<file path="config.mk">
export PLATFORM = sky130hd
export DESIGN_NAME = fpdiv_seq
export DESIGN_NICKNAME = d
export VERILOG_FILES = /design/src/rtl/fp16_pkg.sv /design/src/rtl/fp16_classify.sv /design/src/rtl/fpdiv_seq.sv
export SDC_FILE = /design/constraint.sdc
export NUM_CORES = 1
export LEC_CHECK = 0
export ABC_AREA = 1
export BUFFER_PORTS_ARGS = -buffer_cell sky130_fd_sc_hd__buf_2
export CORE_MARGIN = 1.5
export CORE_UTILIZATION = 59
export DETAILED_ROUTE_END_ITERATION = 16
export PLACE_DENSITY = 0.79
export SLEW_MARGIN = 15
export SYNTH_ARGS = -nofsm -noshare
export SYNTH_HDL_FRONTEND = slang
export SYNTH_SLANG_ARGS = --single-unit
</file>
<file path="constraint.sdc">
create_clock -name clk_i -period 3.8 [get_ports clk_i]
set_clock_uncertainty 0.1 [all_clocks]
set_input_delay 0.57 -clock clk_i [delete_from_list [all_inputs] [get_ports clk_i]]
set_output_delay 0.57 -clock clk_i [all_outputs]
set_load 0.01 [all_outputs]
</file>
<file path="src/rtl/fp16_pkg.sv">
// Shared fp16 arithmetic definitions: field widths, special encodings,
// operand classes and the divider's state encoding.
package fp16_pkg;

  localparam int EXP_W  = 5;
  localparam int FRAC_W = 10;
  localparam int BIAS   = 15;

  localparam logic [15:0] QNAN    = 16'h7E00;
  localparam logic [15:0] POS_INF = 16'h7C00;

  typedef enum logic [1:0] {FP_ZERO, FP_NORM, FP_INF, FP_NAN} fp16_class_e;

  typedef enum logic [1:0] {IDLE, DIV, NORM, DONE} fpdiv_state_e;

endpackage

</file>
<file path="src/rtl/fp16_classify.sv">
// Combinational fp16 operand decoder: class, sign, exponent field and the
// 11-bit significand with hidden one (zero for non-normal operands).
module fp16_classify
  import fp16_pkg::*;
#(
  parameter int EW = EXP_W,
  parameter int FW = FRAC_W
) (
  input  logic [EW+FW:0] val,
  output fp16_class_e    cls,
  output logic           sign,
  output logic [EW-1:0]  expo,
  output logic [FW:0]    mant
);

  logic [FW-1:0] frac;

  assign sign = val[EW+FW];
  assign expo = val[EW+FW-1:FW];
  assign frac = val[FW-1:0];

  // Subnormals are flushed to zero, so an all-zero exponent is always FP_ZERO.
  always_comb begin
    cls  = FP_NORM;
    mant = '0;
    if (expo == '0) begin
      cls = FP_ZERO;
    end else if (expo == '1) begin
      cls = (frac == '0) ? FP_INF : FP_NAN;
    end else begin
      mant = {1'b1, frac};
    end
  end

endmodule

</file>
<file path="src/rtl/fpdiv_seq.sv">
// Iterative fp16 divider: restoring mantissa division producing one quotient
// bit per clock, with valid/ready handshakes on operands and result.
module fpdiv_seq #(
  parameter int EXP_W  = fp16_pkg::EXP_W,
  parameter int FRAC_W = fp16_pkg::FRAC_W,
  parameter int BIAS   = fp16_pkg::BIAS
) (
  input  logic                  clk_i,
  input  logic                  rst_i,
  input  logic                  valid_i,
  output logic                  ready_o,
  input  logic [EXP_W+FRAC_W:0] opA_i,
  input  logic [EXP_W+FRAC_W:0] opB_i,
  output logic                  valid_o,
  input  logic                  ready_i,
  output logic [EXP_W+FRAC_W:0] DIV_o,
  output logic                  dbz_o
);

  import fp16_pkg::*;

  localparam int W     = EXP_W + FRAC_W + 1;
  localparam int MW    = FRAC_W + 1;
  localparam int QW    = FRAC_W + 2;
  localparam int SEW   = EXP_W + 2;
  localparam int ITERS = QW;
  localparam int IW    = $clog2(ITERS);

  localparam logic signed [SEW-1:0] EXP_ZERO = '0;
  localparam logic signed [SEW-1:0] EXP_MAX  = SEW'((1 << EXP_W) - 1);

  fpdiv_state_e state, next_state;

  fp16_class_e      in_cls_a, in_cls_b, cls_a, cls_b;
  logic             in_sign_a, in_sign_b, res_sign;
  logic [EXP_W-1:0] in_exp_a, in_exp_b, exp_a, exp_b;
  logic [MW-1:0]    in_mant_a, in_mant_b, mant_b;
  logic [IW-1:0]    iter;
  logic [QW-1:0]    rem, quo, rem_sub, rem_next;
  logic             q_bit, accept;

  logic signed [SEW-1:0] exp_res;
  logic [FRAC_W-1:0]     frac_res;
  logic [W-1:0]          signed_inf, signed_zero, div_res;
  logic                  div_dbz;

  fp16_classify #(.EW(EXP_W), .FW(FRAC_W)) u_class_a (
    .val(opA_i), .cls(in_cls_a), .sign(in_sign_a), .expo(in_exp_a), .mant(in_mant_a)
  );

  fp16_classify #(.EW(EXP_W), .FW(FRAC_W)) u_class_b (
    .val(opB_i), .cls(in_cls_b), .sign(in_sign_b), .expo(in_exp_b), .mant(in_mant_b)
  );

  assign accept = valid_i && ready_o;

  always_ff @(posedge clk_i) begin
    if (rst_i) state <= IDLE;
    else       state <= next_state;
  end

  always_comb begin
    next_state = state;
    case (state)
      IDLE: if (valid_i) next_state = DIV;
      DIV:  if (iter == IW'(ITERS - 1)) next_state = NORM;
      NORM: next_state = DONE;
      DONE: if (ready_i) next_state = IDLE;
      default: next_state = IDLE;
    endcase
  end

  always_comb begin
    ready_o = (state == IDLE);
    valid_o = (state == DONE);
  end

  // One restoring step; the remainder stays below 2*mant_b so QW bits suffice.
  always_comb begin
    q_bit    = (rem >= {1'b0, mant_b});
    rem_sub  = q_bit ? (rem - {1'b0, mant_b}) : rem;
    rem_next = {rem_sub[QW-2:0], 1'b0};
  end

  always_comb begin
    exp_res     = SEW'(exp_a) - SEW'(exp_b) + SEW'(BIAS) - SEW'(!quo[QW-1]);
    frac_res    = quo[QW-1] ? quo[FRAC_W:1] : quo[FRAC_W-1:0];
    signed_zero = {res_sign, {(W-1){1'b0}}};
    signed_inf  = POS_INF | signed_zero;
    div_dbz     = 1'b0;
    div_res     = signed_zero;
    if (cls_a == FP_NAN || cls_b == FP_NAN ||
        (cls_a == FP_ZERO && cls_b == FP_ZERO) ||
        (cls_a == FP_INF && cls_b == FP_INF)) begin
      div_res = QNAN;
    end else if (cls_a == FP_INF) begin
      div_res = signed_inf;
    end else if (cls_b == FP_INF || cls_a == FP_ZERO) begin
      div_res = signed_zero;
    end else if (cls_b == FP_ZERO) begin
      div_res = signed_inf;
      div_dbz = 1'b1;
    end else if (exp_res <= EXP_ZERO) begin
      div_res = signed_zero;
    end else if (exp_res >= EXP_MAX) begin
      div_res = signed_inf;
    end else begin
      div_res = {res_sign, exp_res[EXP_W-1:0], frac_res};
    end
  end

  // Special operands still run the full DIV sequence so latency never varies.
  always_ff @(posedge clk_i) begin
    if (rst_i) begin
      iter     <= '0;
      rem      <= '0;
      quo      <= '0;
      mant_b   <= '0;
      exp_a    <= '0;
      exp_b    <= '0;
      cls_a    <= FP_ZERO;
      cls_b    <= FP_ZERO;
      res_sign <= 1'b0;
      DIV_o    <= '0;
      dbz_o    <= 1'b0;
    end else begin
      case (state)
        IDLE: if (accept) begin
          iter     <= '0;
          rem      <= {1'b0, in_mant_a};
          quo      <= '0;
          mant_b   <= in_mant_b;
          exp_a    <= in_exp_a;
          exp_b    <= in_exp_b;
          cls_a    <= in_cls_a;
          cls_b    <= in_cls_b;
          res_sign <= in_sign_a ^ in_sign_b;
        end
        DIV: begin
          rem  <= rem_next;
          quo  <= {quo[QW-2:0], q_bit};
          iter <= iter + IW'(1);
        end
        NORM: begin
          DIV_o <= div_res;
          dbz_o <= div_dbz;
        end
        default: ;
      endcase
    end
  end

endmodule

</file>
======== After elaboration in Yosys (flattened, before gate mapping) ========
Index checks and enable logic that the tools add are counted.
W data, S select, Z words.
operators by class
  add/subtract/negate cells ............... 5
  $mul .................................... 0
  divide/modulo/power cells ............... 0
  $lt $le $gt $ge ......................... 3
  equality and inequality tests ........... 14
  shift-type cells ........................ 0
  mux-type cells .......................... 32
  bitwise logic cells ..................... 1
  reductions and logical operators ........ 19
operators with widths
  kind                   count
  $mux W15               5
  $mux W11               5
  $pmux W12 S2           2
  $mux W12               2
  $logic_not A10 Y1      2
  $mux W16               1
  $mux W2                7
  $eq A2 B2 Y1 const B   6
  $ge A12 B11 Y1         1
  $sub A11 B11 Y11       1
  $eq A5 B5 Y1 const B   2
  $logic_not A5 Y1       2
  $mux W10               1
  $pmux W2 S4            1
  $pmux W4 S2            1
  $add A6 B5 Y7 const B  1
  $ge A7 B6 Y1 const B   1
  $le A7 B1 Y1 const B   1
  $sub A7 B1 Y7          1
  $logic_not A2 Y1       3
  $mux W1                6
  $sub A5 B5 Y6          1
  $add A4 B1 Y4 const B  1
  $eq A4 B4 Y1 const B   1
  other kinds (11)       19
word-level totals
  bits in registers ....................... 73
  bits in latches ......................... 0
  bits in writable memories ............... 0
  memory bits (read-only) ................. 0
  input bits .............................. 36
  output and inout bits ................... 19
  word-level logic and storage cells ...... 86
  memories kept ........................... 0

======== Logic depth before layout (Yosys ltp) ========
Gate-level depths: netlist (run 1).
  depth after elaboration ................. 10
  mapped depth ............................ 20
  mapped depth without buffers ............ 20

======== Modules after synthesis ========
From an unflattened synthesis (run 1), not the netlist that was laid out.
second synthesis, totals
  cell total of the unflattened synthesis .. 666
  area total of the unflattened synthesis .. 4545.6 sq um
by module, submodules not included
  module         instances  cells each  area an instance (sq um)  seq. area each (sq um)
  fpdiv_seq      1          564         4087.7                    1461.4
  fp16_classify  2          51          229.0                     0.0

======== Worst setup path before layout (run 1) ========
Ideal clock, no wire load.
  path kind ............................... register -> register
  start ................................... register exp_a[0]
  end ..................................... register DIV_o[6]
  arrival ................................. 2636 ps
  path slack .............................. 937 ps
  cell stages (with the launch flop) ...... 19
  path buffers ............................ 0
  clock period less this slack ............ 2863 ps
  cells stage by stage .................... dfxtp_1 inv_1 ha_1 fa_1 ha_1 inv_1 fa_1 inv_1 nand2_1 nand2_1 a21oi_1 nand3_1 nand3_1 nor2_1 nand2_4 nand3_1 nor2_1 nor2_1 nor2_1
on the way
  longest elaborated chain between the ends .. 10
RTL lines
  element                   line              text
  start: declaration        fpdiv_seq.sv:36   logic [EXP_W-1:0] in_exp_a, in_exp_b, exp_a, exp_b;
  start signal: assignment  fpdiv_seq.sv:133  exp_a <= in_exp_a;
  $sub A5 B5 Y6 *           fpdiv_seq.sv:86   exp_res = SEW'(exp_a) - SEW'(exp_b) + SEW'(BIAS) - SEW'(!quo[QW-1]);
  $add A6 B5 Y7 *           fpdiv_seq.sv:86
  $sub A7 B1 Y7 *           fpdiv_seq.sv:86
  $ge A7 B6 Y1              fpdiv_seq.sv:105  end else if (exp_res >= EXP_MAX) begin
  $mux W15                  fpdiv_seq.sv:105
  $mux W15 *                fpdiv_seq.sv:103  end else if (exp_res <= EXP_ZERO) begin
  $mux W15 *                fpdiv_seq.sv:100  end else if (cls_b == FP_ZERO) begin
  $mux W15 *                fpdiv_seq.sv:98   end else if (cls_b == FP_INF || cls_a == FP_ZERO) begin
  $mux W15 *                fpdiv_seq.sv:96   end else if (cls_a == FP_INF) begin
  $mux W16 *                fpdiv_seq.sv:92   if (cls_a == FP_NAN || cls_b == FP_NAN ||
  end signal: assignment    fpdiv_seq.sv:145  DIV_o <= div_res;
  end: declaration          fpdiv_seq.sv:16   output logic [EXP_W+FRAC_W:0] DIV_o,
Mark *: on every way between the ends. The rest lies on a longest branch, timed or not.
A chain may end at the register's enable or synchronous reset.

======== Worst setup path after layout (run 1) ========
  start ................................... register exp_a[0]
  end ..................................... register DIV_o[7]
Same word-level chain as after synthesis.

==> run metrics, run 1 <==
Starting Density=0.610; CP dominant cell by count=nor2_1; WL final=10600 µm; antenna violations before repair=0; post_cts resized=0; Seq cells post-synth=73; worst path cell trace=inv_1 -> ha_1 -> fa_1 -> ha_1 -> inv_1 -> fa_1 -> inv_1 -> nand2_1 -> nand2_1 -> a21oi_1 -> nand3_1 -> nand3_1 -> nor2_1 -> nand2_4 -> nand3_1 -> nor2_1 -> nor2_1 -> nor2_1; Compound-Gate Fraction of Synth Area=0.198; Vias/cell=~5.5; Final Instance Area=about 0.005 mm²; synthesized area=between 0.004 and 0.005 mm²; Slew Limit Fails=0; pin count of the biggest net entering global routing=40; Yosys top cell by area=dfxtp_1; register area=around 0.0015 mm²; final hold vios=0; unrepaired setup endpoints after global routing=false; Setup crit end kind=flip-flop; total track usage=0.280; drt first-iter violations=between 200 and 250; Root Buffer=clkbuf_8; commonest non-fill, non-tap cell in the layout=nand2_1; Synth top area share=0.332; Avg Inst Size Synth=6.87 µm²; slowest stage delay, CP=570 ps; Leak=~2.3 nW; hold buffer count at cts=0; Tcrit/Tclk final=0.837; buffers added on ports=54; Routed WL per cell=about 13 µm; post-CTS setup buffers=0; first-pass GRT wire length=17000 µm; footprint of the multi-input gates=0.00252 mm²; most frequent cells in the layout=127 x nand2_1, 84 x a21oi_1, 78 x inv_1; post-synthesis async set-or-reset flop share=0; Distinct cells, synth=42; Sw Ratio=0.490; simple-gate share of the synthesized area=0.260; area grow syn2layout=12.9%; status=finished, final reports clean; IO Count=55; worst-path fanout max=9; die height=slightly below 90 µm; Critical Path AT=approximately 3300 ps; mux cell area share after synthesis=0; Slowest-stage cell, CP=fa_1; synth warn=0; clock share of power=0.178; CTS Sinks=between 70 and 80; Core Rows=31; Seq/Total Area, Yosys=0.332; Psw=roughly 2.2 mW; Max-Cap Viols=0; net count reported at finish=750; clk slew on worst S/H paths=80 ps; Die Area=around 0.008 mm²; die outline width=roughly 89 µm; Mapped Nets=approximately 700; max frequency=314 MHz; vias in the first global route=around 3800; Final HPWL DP=between 7000 and 8000 µm; GPL Wtd Cong=0.956; Area after DPL=0.00470 mm²; Peak VDD IR=501 µV; min-delay worst type=flip-flop to flip-flop; Setup TNS Final=0 ps; clock buffer count from CTS=9; Post-Synth XOR/XNOR Area=0.0236; Final Setup Violations=0; critical path type=flip-flop to flip-flop; Largest delay share family, worst path=adder cells; Fillers=roughly 650; Setup crit start kind=flip-flop; largest family of logic cells by synthesized area=simple AND/OR/NAND/NOR gates; Syn Inst Count=640; Area contributors post-synth=dfxtp_1 33%, nand2_1 11%, a21oi_1 9.6%; post-route minimum period=between 3000 and 4000 ps; Critical Path RT=approximately 3900 ps; share of cells above drive strength 1=0.136; htree depth=3; Flop pwr share=0.229; First-pass DRT Iterations=5; Cell Pwr Density=919 mW/mm²; ys flop type=dfxtp_1; worst-margin pin slew=just under 1000 ps; total core area=approximately 0.0072 mm²; number of diodes=0; DRC=0; CTS tree=yes; Worst-Skew Late Latency=360 ps; Internal=2.33 mW; Max Root-Sink Buffers=2; Via Count=approximately 4300; Post-Synth Adder-Cell Area=0.0905; ANT nets after route=0; number of flops mapped to enable cells by yosys=0; max_slew headroom=0.355; combinational power share=0.593; total grt overflow=0; WP buf/inv=3
[power groups by stage]
stage	registers (mW)	clock network (mW)	logic, mW
2_1_floorplan	1.03	0	2.22
3_3_place_gp	1.05	0	2.62
3_5_place_dp	1.06	0	2.67
4_1_cts	1.04	0.820	2.69
5_1_grt	1.06	0.861	3.05
6_report	1.05	0.812	2.71
[cells by family (layout without fill, tap and decap cells)]
group / after synthesis / after routing
adders and majority gates: 30 / 30
xor gates and xnor gates: 11 / 11
AOI/OAI and AO/OA: 158 / 158
and+or+nand+nor: 262 / 262
DFF: 73 / 73
buffers and inverters: 106 / 155
[flip-flops by register name, indices dropped and copies added (netlist names)]
signal    cells
DIV_o        16
cls_a         2
cls_b         2
dbz_o         1
exp_a         5
exp_b         5
iter          4
mant_b       11
quo          12
rem          12
res_sign      1
state         2
[path summary, 6_finish.rpt]
| check | start | endpoint | depth (start not counted) | slack, ps |
|---|---|---|---|---|
| worst max-delay path | exp_a[0] | DIV_o[7] | 18 | 620 |
| worst min-delay path | mant_b[3] | mant_b[3] | 2 | 370 |
| worst max register to register | exp_a[0] | DIV_o[7] | 18 | 620 |
| worst min register to register | mant_b[3] | mant_b[3] | 2 | 370 |
[metrics by stage]
stage,power (mW),instances,hold WS [ps],setup WS (ps),util
after CTS,4.55,788,367,623,0.689
after global routing,4.98,788,363,357,0.689
after global placement,3.67,772,356,782,0.652
after floorplan,3.25,640,333,937,-
final,4.56,788,365,619,0.689
after detailed placement,3.72,772,356,655,0.652
[routing by layer]
metal	vias up	part of all wire	GRT usage
met2	110	0.47	0.459
li1	2209	-	-
met5	-	0	0
met4	0	0.028	0.123
met3	29	0.044	0.0545
met1	1990	0.46	0.358
[synthesized netlist by cell type, drive strengths merged (3+ instances only)]
master,instances
fa,3
a2111oi,8
a21oi,86
nand2,138
o21ai,49
nor2,72
xor2,6
clkbuf,19
xnor2,5
nand3,31
nand4,7
buf,4
dfxtp,73
inv,81
nor4,5
ha,27
o211ai,3
a31oi,3
nor3,5
[cell type report]
type                            count  area share
Clock inverter                      7      0.0287
Multi-Input combinational cell    461       0.507
Timing Repair Buffer               56      0.0574
Sequential cell                    73       0.294
Tap cell                           99      0.0249
Clock buffer                        9      0.0249
Inverter                           83      0.0627
[worst reg2reg max path: stages, from the launching register on]
cell	delay, ps
dfxtp_1	310
inv_1	60
ha_1	220
fa_1	570
ha_1	190
inv_1	50
fa_1	400
inv_1	110
nand2_1	50
nand2_1	50
a21oi_1	70
nand3_1	110
nand3_1	100
nor2_1	210
nand2_4	140
nand3_1	90
nor2_1	40
nor2_1	120
nor2_1	60
Power figures use the tool's default switching activity.
==> run 2, diff against run 1 <==
- clock period: 3.8 -> 3.34 ns (I/O delays scaled with it)
==> run 2 against run 1 <==
Critical path depth is the same. Wire length is 0.10% higher. Global-route usage is 0.085 points lower. Power is 12% higher. Clock-buffer cell count did not move. First-iteration DRC count grew 17%. Maximum frequency up 2.2%. Largest cell class unchanged.
==> run metrics, run 2 (synthesis results as in run 1) <==
status=finished, final reports clean; net count reported at finish=roughly 750; Peak VDD IR=about 600 µV; critical path type=flip-flop to flip-flop; DRC=0; Max-Cap Viols=0; Slowest-stage cell, CP=fa_2; ANT nets after route=0; max_slew headroom=0.408; Final Setup Violations=0; post-route minimum period=around 3100 ps; max frequency=approximately 320 MHz; First-pass DRT Iterations=5; Core Rows=31; Setup TNS Final=0 ps; Cells after DPL=roughly 780; final hold vios=0; pin count of the biggest net entering global routing=40; Slew Limit Fails=0; max reg flops=16; Via Count=roughly 4400; buffers added on ports=54; die height=89.3 µm; post-CTS setup buffers=0; Root Buffer=clkbuf_8; drt first-iter violations=around 240; most frequent cells in the layout=127 x nand2_1, 84 x a21oi_1, 78 x inv_1; fin cells=just under 800; Vias/cell=5.50; die outline width=approximately 90 µm; Cell Pwr Density=1040 mW/mm²; Leak=~2.2 nW; GPL Wtd Cong=0.959; Fillers=647; total grt overflow=0; clk slew on worst S/H paths=approximately 80 ps; slowest stage delay, CP=between 500 and 600 ps; total core area=between 0.007 and 0.008 mm²; Routed WL per cell=about 13 µm; vias in the first global route=3806; CTS Sinks=73; IO Count=55; Critical Path RT=3460 ps; antenna violations before repair=0; WP buf/inv=3; Area after DPL=0.00472 mm²; worst-margin pin slew=~900 ps; final design utilization=0.686; Setup crit start kind=flip-flop; Setup crit end kind=flip-flop; WL final=between 10000 and 15000 µm; Die Area=0.00798 mm²; Tcrit/Tclk final=0.932; Reg with most FFs=DIV_o; hold buffer count at cts=0; Final Instance Area=0.00495 mm²; Largest delay share family, worst path=adder cells; post-place setup slack=approximately 170 ps; Critical Path AT=approximately 3200 ps; WHS=approximately 300 ps; area grow syn2layout=12.5%; Final HPWL DP=8020 µm; CTS tree=yes; Starting Density=0.610; Largest regs=DIV_o: 16 flops, quo: 12 flops, rem: 12 flops; Worst-Skew Late Latency=360 ps; min-delay worst type=input pin to flip-flop; worst-path fanout max=9; clock buffer count from CTS=9; final setup margin=228 ps; Max Root-Sink Buffers=2; commonest non-fill, non-tap cell in the layout=nand2_1; Pwr Total=around 5 mW; share of cells above drive strength 1=0.143; worst path cell trace=inv_1 -> ha_1 -> fa_2 -> ha_1 -> inv_1 -> fa_1 -> inv_1 -> nand2_1 -> nand2_1 -> a21oi_1 -> nand3_1 -> nand3_1 -> nor2_2 -> nand2_4 -> nand3_1 -> nor2_1 -> nor2_1 -> nor2_1; unrepaired setup endpoints after global routing=false; number of diodes=0; htree depth=3; total track usage=0.279; first-pass GRT wire length=around 17000 µm
-- run 2: tightest hold or removal path: cells and delay by family --
kind                   cells  cell delay (ps)
AND/OR/NAND/NOR            1               60
buffers and inverters      1              110
AO/OA/AOI/OAI              1               50
-- run 2: final cells by class --
type / instances / area [µm²] / share of cell area
timing repair buffer: 59 / 308 / 0.0622
clock inverter: 7 / 93.8 / 0.0190
sequential: 73 / 1460 / 0.295
multi-input combinational: 461 / 2520 / 0.510
tap: 99 / 124 / 0.0250
inverter: 83 / 312 / 0.0630
clock buffer: 9 / 124 / 0.0250
-- run 2: path summary, 6_finish.rpt --
check           start        end  slack [ps]  depth (start not counted)
min          opB_i[2]  mant_b[2]         300                          3
max reg2reg  exp_a[0]   DIV_o[3]         230                         18
max          exp_a[0]   DIV_o[3]         230                         18
min reg2reg  exp_b[4]   exp_b[4]         360                          2
-- run 2: per-layer routing --
layer	track usage	up-vias	part of all wire
met1	0.375	2000	0.46
met4	0.112	0	0.025
met5	0	-	0
met2	0.449	128	0.46
li1	-	2198	-
met3	0.0443	24	0.050
-- run 2: timing repair --
action / CTS / global route
endpoints found under the hold margin: 0 / 0
resized for setup: 0 / 2
endpoints found under the setup margin: 0 / 15
-- run 2: report_power, final --
part	switching (mW)	internal (mW)	total (mW)
logic	2.11	1.06	3.17
clock network	0.349	0.420	0.769
registers	0.134	1.05	1.19
total	2.59	2.53	5.13
==> run 3, diff against run 2 <==
- ABC_AREA: 1 -> unset
- CORE_UTILIZATION: 59 -> 58
- PLACE_DENSITY: 0.79 -> 0.78
==> run 3 against run 2 <==
The run now ends with setup timing left. Clock-buffer cell count unchanged. Combinational power is 21% higher. Design area is 6.0% higher. Maximum frequency fell by 8.8%. Synthesized cell count decreased by 20%. Synthesized area fell by 2.8%. Sequential share of layout area shrank 1.6 points. Critical path type unchanged. Highest routed layer unchanged.
==> run metrics, run 3 <==
CTS tree=yes; Critical Path RT=3520 ps; worst path cell trace=inv_2 -> ha_4 -> fa_2 -> inv_2 -> a21o_1 -> a21oi_2 -> xnor2_2 -> ha_4 -> nand3b_1 -> buf_4 -> nor4_4 -> a2111oi_4 -> o211ai_2 -> a41o_1 -> or4_1 -> a211oi_2; Seq cells post-synth=73; Tcrit/Tclk final=1.02; post-place setup slack=-286 ps; Critical Path AT=~3600 ps; Final Setup Violations=15; failing checks=setup timing; worst reg2reg path startpoint=exp_a[0]; Synth top area share=0.342; most frequent cells in the layout=71 x dfxtp_1, 54 x buf_2, 53 x nor2_1; largest family of logic cells by synthesized area=simple AND/OR/NAND/NOR gates; GPL Wtd Cong=between 0.8 and 0.9; Post-Synth Adder-Cell Area=0.0931; net count reported at finish=around 660; total grt overflow=0; mux cell area share after synthesis=0.0518; buffers added on ports=54; Distinct cells, synth=between 50 and 60; commonest cells in the netlist=73 x dfxtp_1, 55 x nor2_1, 42 x nand2_1; post-route minimum period=roughly 3400 ps; Reg-to-Reg End=DIV_o[9]; simple-gate share of the synthesized area=0.218; pin count of the biggest net entering global routing=34; Reg2Reg Setup Slack=-70 ps; ANT nets after route=0; Max-Cap Viols=0; fin cells=between 600 and 700; total core area=roughly 0.007 mm²; worst-margin pin slew=approximately 1100 ps; Core Rows=31; hold path cells=3; Vias/cell=between 5 and 6; Fillers=between 500 and 600; DRC=0; Syn Inst Count=513; Pwr Total=about 5.7 mW; total track usage=0.275; Area contributors post-synth=dfxtp_1 34%, ha_1 7.9%, nor2_1 4.8%; final hold vios=0; slowest stage delay, CP=approximately 420 ps; die height=88.8 µm; critical path type=flip-flop to flip-flop; Cells after DPL=668; WL final=about 10000 µm; Setup crit end kind=flip-flop; clock buffer count from CTS=9; count leader, synth=dfxtp_1; max frequency=between 200 and 300 MHz; Final HPWL DP=7440 µm; Cell Pwr Density=approximately 1100 mW/mm²; vias in the first global route=roughly 3500; CTS Sinks=73; Compound-Gate Fraction of Synth Area=0.212; drt first-iter violations=177; synthesized area=0.00427 mm²; hold endpoint=exp_b[3]; Post-Synth XOR/XNOR Area=0.0325; Setup crit start kind=flip-flop; Worst-Skew Late Latency=roughly 350 ps; number of diodes=0; antenna violations before repair=0; Starting Density=0.596; R2R depth=16; area grow syn2layout=22.7%; Root Buffer=clkbuf_8; clk slew on worst S/H paths=approximately 90 ps; number of flops mapped to enable cells by yosys=0; ys flop type=dfxtp_1; unrepaired setup endpoints after global routing=true; Via Count=4000; Slowest-stage cell, CP=or4_1; first-pass GRT wire length=between 15000 and 20000 µm; die outline width=around 90 µm; share of cells above drive strength 1=0.262; Mapped Nets=just under 600; Largest regs=DIV_o: 16 flops, quo: 12 flops, rem: 12 flops; HP Start=opB_i[13]; htree depth=3; worst-path fanout max=4; IO Count=55; Die Area=0.00789 mm²; status=finished, violations left; commonest non-fill, non-tap cell in the layout=dfxtp_1; Reg with most FFs=DIV_o; Avg Inst Size Synth=approximately 8.3 µm²; First-pass DRT Iterations=5; final setup margin=-73.3 ps; Routed WL per cell=between 15 and 20 µm; synth warn=0; post-synthesis async set-or-reset flop share=0; max reg flops=16; Seq/Total Area, Yosys=0.342; min-delay worst type=input pin to flip-flop; Max Root-Sink Buffers=2; Yosys top cell by area=dfxtp_1; max_slew headroom=0.263; WHS=a little under 300 ps; Leak=2.19 nW; hold buffer count at cts=0; Peak VDD IR=839 µV; Slew Limit Fails=0
run 3: report_power, final:
group	internal, mW	switching [mW]
sequential	1.05	0.147
combinational	1.78	2.04
clock	0.281	0.381
run 3: logic make-up after synthesis:
kind of cell | count (synthesis)
multiplexers | 21
XOR/XNOR | 15
flip-flops | 73
buffers and inverters | 57
AND/OR/NAND/NOR | 182
AO/OA/AOI/OAI | 135
adder cells (fa/ha/maj) | 30
run 3: how the worst max path moves through the flow:
stage | endpoint | slack (ps) | startpoint | cells past startpoint
detailed placement | DIV_o[8] | -290 | exp_a[0] | 17
global route | DIV_o[7] | -200 | exp_a[0] | 18
CTS | DIV_o[12] | -20 | exp_a[0] | 16
global placement | DIV_o[8] | -140 | exp_a[0] | 17
floorplan | DIV_o[9] | -50 | exp_a[0] | 15
finish | DIV_o[9] | -70 | exp_a[0] | 16
run 3: worst max-delay path, delay by kind of cell (launching register included):
kind / cells / cell delay, ps
AO/OA/AOI/OAI: 6 / 1210
XOR/XNOR: 1 / 180
adder cells (fa/ha/maj): 3 / 740
buffers and inverters: 3 / 220
flip-flops: 1 / 330
AND/OR/NAND/NOR: 3 / 560
run 3: layout make-up:
| class | count | area, µm² | area share |
|---|---|---|---|
| Timing Repair Buffer | 92 | 563 | 0.107 |
| Tap cell | 99 | 124 | 0.0236 |
| Clock buffer | 9 | 124 | 0.0236 |
| Multi-Input combinational cell | 383 | 2790 | 0.532 |
| Sequential cell | 73 | 1460 | 0.279 |
| Inverter | 32 | 120 | 0.0229 |
| Clock inverter | 7 | 60.1 | 0.0115 |
run 3: per-stage QoR:
stage	TNS [ps]	cell area, µm²	util
after global routing	-2660	5250	0.731
after global placement	-1650	4840	0.674
after CTS	-89.2	5210	0.726
after detailed placement	-3740	4840	0.674
final	-710	5250	0.731
after floorplan	-89.3	4340	-
run 3: what timing repair did:
action                     in CTS  in global routing
buffers inserted                7                  4
gates resized for setup        22                  4
setup endpoints to repair      15                 15
pin swaps                      20                  4
run 3: layer usage:
metal | part of all wire | vias to the layer above | global-route usage
met4 | 0.013 | 0 | 0.0753
met2 | 0.49 | 104 | 0.466
li1 | - | 2013 | -
met1 | 0.46 | 1871 | 0.358
met3 | 0.039 | 12 | 0.0532
met5 | 0 | - | 0
